<file path="config.mk">
export PLATFORM = sky130hd
export DESIGN_NAME = team_06_spi_frame_buffer_flat
export DESIGN_NICKNAME = d
export VERILOG_FILES = /design/src/rtl/team_06_frame_pkg.sv /design/src/rtl/team_06_spi_frame_buffer_if.sv /design/src/rtl/team_06_commit_fifo.sv /design/src/rtl/team_06_spi_frame_buffer.sv /design/src/flat_wrapper.sv
export SDC_FILE = /design/constraint.sdc
export NUM_CORES = 1
export LEC_CHECK = 0
export ABC_AREA = 1
export BUFFER_PORTS_ARGS = -buffer_cell sky130_fd_sc_hd__buf_2
export CORE_ASPECT_RATIO = 1.1
export CORE_MARGIN = 2
export CORE_UTILIZATION = 39
export CTS_CLUSTER_DIAMETER = 60
export DETAILED_ROUTE_END_ITERATION = 16
export PLACE_DENSITY = 0.63
export SLEW_MARGIN = 10
export SYNTH_ARGS = -nofsm -noshare
export SYNTH_HDL_FRONTEND = slang
export SYNTH_SLANG_ARGS = --single-unit
</file>
<file path="constraint.sdc">
create_clock -name clk -period 4.4 [get_ports clk]
set_input_delay 0.88 -clock clk [delete_from_list [all_inputs] [get_ports clk]]
set_output_delay 0.88 -clock clk [all_outputs]
set_load 0.05 [all_outputs]
</file>
<file path="src/rtl/team_06_frame_pkg.sv">
// Shared types and defaults for the SPI frame buffer: FSM state encoding,
// default frame parameters and the pointer-width helper.
package team_06_frame_pkg;

  localparam int unsigned    DEFAULT_DEPTH     = 16;
  localparam int unsigned    DEFAULT_MAX_LEN   = 8;
  localparam logic [7:0]     DEFAULT_SYNC_BYTE = 8'hA5;

  // Pointers carry one extra bit so that full and empty can be told apart.
  function automatic int unsigned ptr_width(input int unsigned depth);
    return $clog2(depth) + 1;
  endfunction

  localparam int unsigned DEFAULT_PTR_W = ptr_width(DEFAULT_DEPTH);

  typedef enum logic [2:0] {
    S_SYNC,
    S_LEN,
    S_PAYLOAD,
    S_CHECK,
    S_DISCARD
  } state_t;

endpackage

</file>
<file path="src/rtl/team_06_spi_frame_buffer_if.sv">
// Byte-input and reader-side signals of the frame buffer; the slave modport
// is the buffer itself, the master modport is whoever feeds and drains it.
interface team_06_spi_frame_buffer_if;

  logic [7:0] byte_in;
  logic       byte_finished;
  logic       rd_en;
  logic [7:0] rd_data;
  logic       empty;
  logic       frame_done;
  logic       frame_err;
  logic       overflow;
  logic       busy;

  modport slave (
    input  byte_in, byte_finished, rd_en,
    output rd_data, empty, frame_done, frame_err, overflow, busy
  );

  modport master (
    output byte_in, byte_finished, rd_en,
    input  rd_data, empty, frame_done, frame_err, overflow, busy
  );

endinterface

</file>
<file path="src/rtl/team_06_commit_fifo.sv">
// FIFO with a speculative write pointer: pushes become visible to the reader
// only on commit, and rollback returns the write pointer to the last commit.
module team_06_commit_fifo
  import team_06_frame_pkg::*;
#(
  parameter int unsigned DEPTH = DEFAULT_DEPTH
) (
  input  logic                        clk,
  input  logic                        rst,
  input  logic                        push,
  input  logic [7:0]                  push_data,
  input  logic                        commit,
  input  logic                        rollback,
  input  logic                        pop,
  output logic [7:0]                  rd_data,
  output logic                        empty,
  output logic [ptr_width(DEPTH)-1:0] count
);

  localparam int unsigned ADDR  = $clog2(DEPTH);
  localparam int unsigned PTR_W = ptr_width(DEPTH);

  logic [7:0]       mem [DEPTH];
  logic [PTR_W-1:0] wr_ptr;
  logic [PTR_W-1:0] commit_ptr;
  logic [PTR_W-1:0] rd_ptr;

  // NOTE: the storage array has no reset; stale contents are unreachable
  // because every pointer returns to zero on rst.
  always_ff @(posedge clk) begin
    if (push) begin
      mem[wr_ptr[ADDR-1:0]] <= push_data;
    end
  end

  always_ff @(posedge clk) begin
    if (rst) begin
      wr_ptr     <= '0;
      commit_ptr <= '0;
      rd_ptr     <= '0;
    end else begin
      if (push) begin
        wr_ptr <= wr_ptr + 1'b1;
      end else if (rollback) begin
        wr_ptr <= commit_ptr;
      end
      if (commit) begin
        commit_ptr <= wr_ptr;
      end
      // A pop may coincide with commit/rollback: rd_ptr never exceeds commit_ptr.
      if (pop && !empty) begin
        rd_ptr <= rd_ptr + 1'b1;
      end
    end
  end

  assign empty   = (rd_ptr == commit_ptr);
  assign count   = wr_ptr - rd_ptr;
  assign rd_data = empty ? 8'h00 : mem[rd_ptr[ADDR-1:0]];

endmodule

</file>
<file path="src/rtl/team_06_spi_frame_buffer.sv">
// Parses [SYNC][LEN][PAYLOAD x LEN][CHK] frames from a deserializer byte bus
// and commits checksum-clean payloads into a fall-through FIFO for the reader.
module team_06_spi_frame_buffer
  import team_06_frame_pkg::*;
#(
  parameter int unsigned DEPTH     = DEFAULT_DEPTH,
  parameter int unsigned MAX_LEN   = DEFAULT_MAX_LEN,
  parameter logic [7:0]  SYNC_BYTE = DEFAULT_SYNC_BYTE
) (
  input  logic                       clk,
  input  logic                       rst,
  team_06_spi_frame_buffer_if.slave  bus
);

  localparam int unsigned PTR_W     = ptr_width(DEPTH);
  localparam logic [7:0]  MAX_LEN_B = 8'(MAX_LEN);
  localparam logic [PTR_W-1:0] FULL_COUNT = PTR_W'(DEPTH);

  state_t           state;
  logic             finished_d;
  logic             stb;
  logic [7:0]       sum;
  logic [7:0]       remain;
  logic [7:0]       chk_sum;
  logic             chk_ok;
  logic             full;
  logic [PTR_W-1:0] count;
  logic             push;
  logic             commit;
  logic             rollback;
  logic             frame_done;
  logic             frame_err;
  logic             overflow;

  assign stb     = bus.byte_finished & ~finished_d;
  assign chk_sum = sum + bus.byte_in;
  assign chk_ok  = (chk_sum == 8'h00);
  assign full    = (count == FULL_COUNT);

  // NOTE: every combinational output gets a default before the case so no
  // path through the block leaves it unassigned (no latch).
  always_comb begin
    push     = 1'b0;
    commit   = 1'b0;
    rollback = 1'b0;
    if (stb) begin
      unique case (state)
        S_PAYLOAD: begin
          if (full) rollback = 1'b1;
          else      push     = 1'b1;
        end
        S_CHECK: begin
          if (chk_ok) commit   = 1'b1;
          else        rollback = 1'b1;
        end
        default: ;
      endcase
    end
  end

  always_ff @(posedge clk) begin
    if (rst) begin
      state      <= S_SYNC;
      finished_d <= 1'b0;
      sum        <= 8'h00;
      remain     <= 8'h00;
      frame_done <= 1'b0;
      frame_err  <= 1'b0;
      overflow   <= 1'b0;
    end else begin
      finished_d <= bus.byte_finished;
      frame_done <= 1'b0;
      frame_err  <= 1'b0;
      if (stb) begin
        unique case (state)
          S_SYNC: begin
            if (bus.byte_in == SYNC_BYTE) state <= S_LEN;
          end
          S_LEN: begin
            if (bus.byte_in == 8'h00 || bus.byte_in > MAX_LEN_B) begin
              frame_err <= 1'b1;
              state     <= S_SYNC;
            end else begin
              remain <= bus.byte_in;
              sum    <= bus.byte_in;
              state  <= S_PAYLOAD;
            end
          end
          S_PAYLOAD: begin
            remain <= remain - 8'd1;
            if (full) begin
              // Remaining payload and the CHK byte are swallowed in S_DISCARD.
              overflow  <= 1'b1;
              frame_err <= 1'b1;
              state     <= S_DISCARD;
            end else begin
              sum <= chk_sum;
              if (remain == 8'd1) state <= S_CHECK;
            end
          end
          S_CHECK: begin
            if (chk_ok) frame_done <= 1'b1;
            else        frame_err  <= 1'b1;
            state <= S_SYNC;
          end
          S_DISCARD: begin
            if (remain == 8'd0) state  <= S_SYNC;
            else                remain <= remain - 8'd1;
          end
          default: state <= S_SYNC;
        endcase
      end
    end
  end

  team_06_commit_fifo #(
    .DEPTH (DEPTH)
  ) u_fifo (
    .clk       (clk),
    .rst       (rst),
    .push      (push),
    .push_data (bus.byte_in),
    .commit    (commit),
    .rollback  (rollback),
    .pop       (bus.rd_en),
    .rd_data   (bus.rd_data),
    .empty     (bus.empty),
    .count     (count)
  );

  assign bus.frame_done = frame_done;
  assign bus.frame_err  = frame_err;
  assign bus.overflow   = overflow;
  assign bus.busy       = (state != S_SYNC);

endmodule

</file>
<file path="src/flat_wrapper.sv">
// flat-port wrapper written by rule: the top's interface ports become plain ports
module team_06_spi_frame_buffer_flat import team_06_frame_pkg::*;
#(
  parameter int unsigned DEPTH     = DEFAULT_DEPTH,
  parameter int unsigned MAX_LEN   = DEFAULT_MAX_LEN,
  parameter logic [7:0]  SYNC_BYTE = DEFAULT_SYNC_BYTE
)
  (clk, rst, bus_byte_in, bus_byte_finished, bus_rd_en, bus_rd_data, bus_empty, bus_frame_done, bus_frame_err, bus_overflow, bus_busy);
  team_06_spi_frame_buffer_if bus_i ();
  input  logic clk;
  input  logic rst;
  input wire logic [$bits(bus_i.byte_in)-1:0] bus_byte_in;
  input wire logic [$bits(bus_i.byte_finished)-1:0] bus_byte_finished;
  input wire logic [$bits(bus_i.rd_en)-1:0] bus_rd_en;
  output wire logic [$bits(bus_i.rd_data)-1:0] bus_rd_data;
  output wire logic [$bits(bus_i.empty)-1:0] bus_empty;
  output wire logic [$bits(bus_i.frame_done)-1:0] bus_frame_done;
  output wire logic [$bits(bus_i.frame_err)-1:0] bus_frame_err;
  output wire logic [$bits(bus_i.overflow)-1:0] bus_overflow;
  output wire logic [$bits(bus_i.busy)-1:0] bus_busy;
  assign bus_i.byte_in = bus_byte_in;
  assign bus_i.byte_finished = bus_byte_finished;
  assign bus_i.rd_en = bus_rd_en;
  assign bus_rd_data = bus_i.rd_data;
  assign bus_empty = bus_i.empty;
  assign bus_frame_done = bus_i.frame_done;
  assign bus_frame_err = bus_i.frame_err;
  assign bus_overflow = bus_i.overflow;
  assign bus_busy = bus_i.busy;
  team_06_spi_frame_buffer #(.DEPTH(DEPTH), .MAX_LEN(MAX_LEN), .SYNC_BYTE(SYNC_BYTE)) u_core (.clk(clk), .rst(rst), .bus(bus_i));
endmodule
</file>
==> results by group <==
Status
  • Status: finished clean

Logic synthesis
  • Fraction of registers with async set/reset: 0
  • Cell accounting for the most synthesized area: edfxtp_1
  • Syn_nets: 839
  • Post-synth top area share: 0.488
  • Top cell types by occurrence after synthesis: nor2_1 (139), edfxtp_1 (128), nand2_1 (119)
  • Post-Syn Area: about 0.0079 mm2
  • Post-Syn Instances: ~810
  • Ys flop type: edfxtp_1
  • Synth area leaders: edfxtp_1 (49%), dfxtp_1 (11%), nor2_1 (6.6%)
  • Unique masters post-synth: 36
  • Count leader, synth: nor2_1
  • Post-synth EDFFs: around 130
  • Synthesis Warnings: 0
  • Syn Area/Cell: between 9 and 10 um2
  • Synth Register Bits: 170
  • Post-synthesis sequential area ratio: 0.594

Global routing
  • Initial antenna violation count: 0
  • Met3 usage: 0.0341
  • Grt met1 use: 0.235
  • GR peak layer: met2
  • Largest net degree at the start of global routing: 65
  • Met2 usage: 0.299
  • GRT Residual Overflow: 0
  • First-pass GRT wire length: 29500 um
  • GRT Util Overall: 0.178
  • Vias in the first global route: 5519

CTS
  • Clock-pin transition on the worst setup and hold timing paths: about 0.070 ns
  • Num CTS Buffers: 17
  • Setup Fix Bufs, Post-CTS: 0
  • Clk_lat worst skew: ~0.43 ns
  • CTS tree: yes
  • CTS Root Cell: clkbuf_16
  • Clock tree buffer depth: 2
  • H-tree lvl count: 4
  • Hold_buf cts: 0
  • CTS Sinks: 170
  • Post-cts sizing count: 0

Floorplan
  • Core Region: 0.0199 mm2
  • I/O Pins: 25
  • Initial Utilization: 0.397
  • Die H: 153 um
  • Die area: 0.0214 mm2
  • Die Width: 140 um
  • FP Rows: 54

Routing
  • First DRT Iteration DRCs: ~430
  • Total wire length: approximately 19000 um
  • Number of vias per cell: approximately 5.3
  • Via count: 5741
  • DRC violation count after routing: 0
  • Antenna Violating Nets Remaining: 0
  • WL per Instance: 17.1 um
  • Drt pass-1 iters: 5

Final layout
  • Final instance area: 0.00882 mm2
  • Share of layout cells above drive strength 1: 0.105
  • Area grow syn2layout: 11.9%
  • Inserted Diodes: 0
  • Final nets: 859
  • FF+latch area: 0.00469 mm2
  • Final core utilization: 0.444
  • Fillers: 1907
  • Multi-input logic area: 0.00277 mm2

Setup path
  • Worst setup SP type: flip-flop
  • Worst Path Class, Setup: reg2out
  • Crit end category: primary output
  • Reg2Reg Setup Slack: 1.25 ns
  • Crit path required time: between 3 and 4 ns
  • WP data arrival: 2.85 ns
  • Max FO, Critical Path: 34

STA
  • F_max: about 270 MHz
  • Tmin final: 3.73 ns
  • Actual slew at the worst max-slew pin: 0.931 ns
  • Hold WS: 0.453 ns
  • RSZ-0062 raised after global routing: no
  • Relative slew slack: 0.375
  • Setup Viol. Count Final: 0
  • Tcrit/Tclk final: 0.847
  • Final slew viol count: 0
  • Fin Setup TNS: 0 ns
  • Final Hold Viols: 0
  • Skew final: around 0.012 ns

Power and ir drop
  • Cell leakage power: approximately 3.4 nW
  • Pwr per Cell Area: 392 mW/mm2
  • Overall power: roughly 3.5 mW
  • Worst VDD drop: 0.278 mV

Place
  • Input/output buffers: 24
  • Gp weighted congestion: 0.841
  • Post-DP Area: 0.00823 mm2
  • Final HPWL DP: roughly 12000 um

Worst hold path
  • Worst hold path class: reg2reg

Run
  • Maxcap violations: 0
-- metrics by stage --
stage,std cells,setup WS (ns)
after floorplan,807,1.47
after global placement,1060,1.19
after detailed placement,1060,1.16
after CTS,1092,0.642
after global routing,1092,0.499
final,1092,0.671
-- layout by cell type, fill, tap and decap left out, types with 2 or more instances in the layout --
| cell type | instances |
|---|---|
| inv_8 | 5 |
| nand2_4 | 4 |
| ha_1 | 19 |
| o21ai_0 | 103 |
| edfxtp_1 | 128 |
| clkinv_1 | 2 |
| nor2_1 | 139 |
| nand4_1 | 8 |
| a31oi_1 | 3 |
| nand3_2 | 6 |
| clkinv_8 | 3 |
| o22ai_1 | 12 |
| nand3_1 | 34 |
| nand2_1 | 119 |
| nand2_2 | 5 |
| inv_2 | 2 |
| xnor2_1 | 7 |
| a21oi_1 | 35 |
| xor2_1 | 8 |
| o221ai_1 | 20 |
| nor3_1 | 4 |
| buf_2 | 24 |
| dfxtp_1 | 41 |
| nand3b_1 | 2 |
| clkinv_4 | 4 |
| clkbuf_16 | 17 |
| inv_1 | 64 |
| buf_4 | 10 |
| nor2_2 | 2 |
| inv_6 | 3 |
-- state kept, by name, summed over array words and instances (netlist names), 3 cells and up, named ones only --
name                      flops
u_core.u_fifo.commit_ptr      5
u_core.state                  3
u_core.u_fifo.wr_ptr          5
u_core.u_fifo.mem           128
u_core.remain                 8
u_core.u_fifo.rd_ptr          5
u_core.sum                    8
-- final cells by class --
type,count,share of cell area
clock buffers,17,0.0482
clock inverters,15,0.0189
repair buffers,34,0.0221
inverters,68,0.0289
well taps,252,0.0358
flip-flops and latches,170,0.531
multi-input cells,536,0.315
-- where the power goes --
group / switching, mW / leakage [nW] / internal, mW
registers: 0.00493 / 1.49 / 1.72
logic: 0.184 / 1.67 / 0.0689
clock network: 0.708 / 0.290 / 0.764
-- worst paths after layout --
path	start	endpoint	depth (start not counted)
hold reg to reg	u_core.bus.overflow	u_core.bus.overflow	2
setup / recovery	flip-flop	bus_rd_data[3]	7
setup reg to reg	u_core.state[0]	u_core.u_fifo.mem[13][1]	7
hold / removal	u_core.bus.overflow	u_core.bus.overflow	2
-- worst max-delay path, cell delays in order, from the launching register on --
cell and delay [ns]:
dfxtp_2 0.33, clkinv_1 0.71, buf_4 0.50, o21ai_0 0.20
o221ai_1 0.15, nand3_1 0.19, a21oi_1 0.11, buf_2 0.22
-- per-layer routing --
layer	share of wire	routed length [um]
met5	0	0
met3	0.046	862
met4	0.014	261
met2	0.49	9100
met1	0.45	8420
-- cells by family after synthesis --
| kind of cell | after synthesis | share of synthesized area |
|---|---|---|
| buffers and inverters | 101 | 0.0537 |
| adder cells (fa/ha/maj) | 20 | 0.0327 |
| XOR/XNOR | 15 | 0.0167 |
| flip-flops | 170 | 0.594 |
| AND/OR/NAND/NOR | 325 | 0.177 |
| AO/OA/AOI/OAI | 176 | 0.125 |
Note: power is estimated with default switching activity, not from simulation.
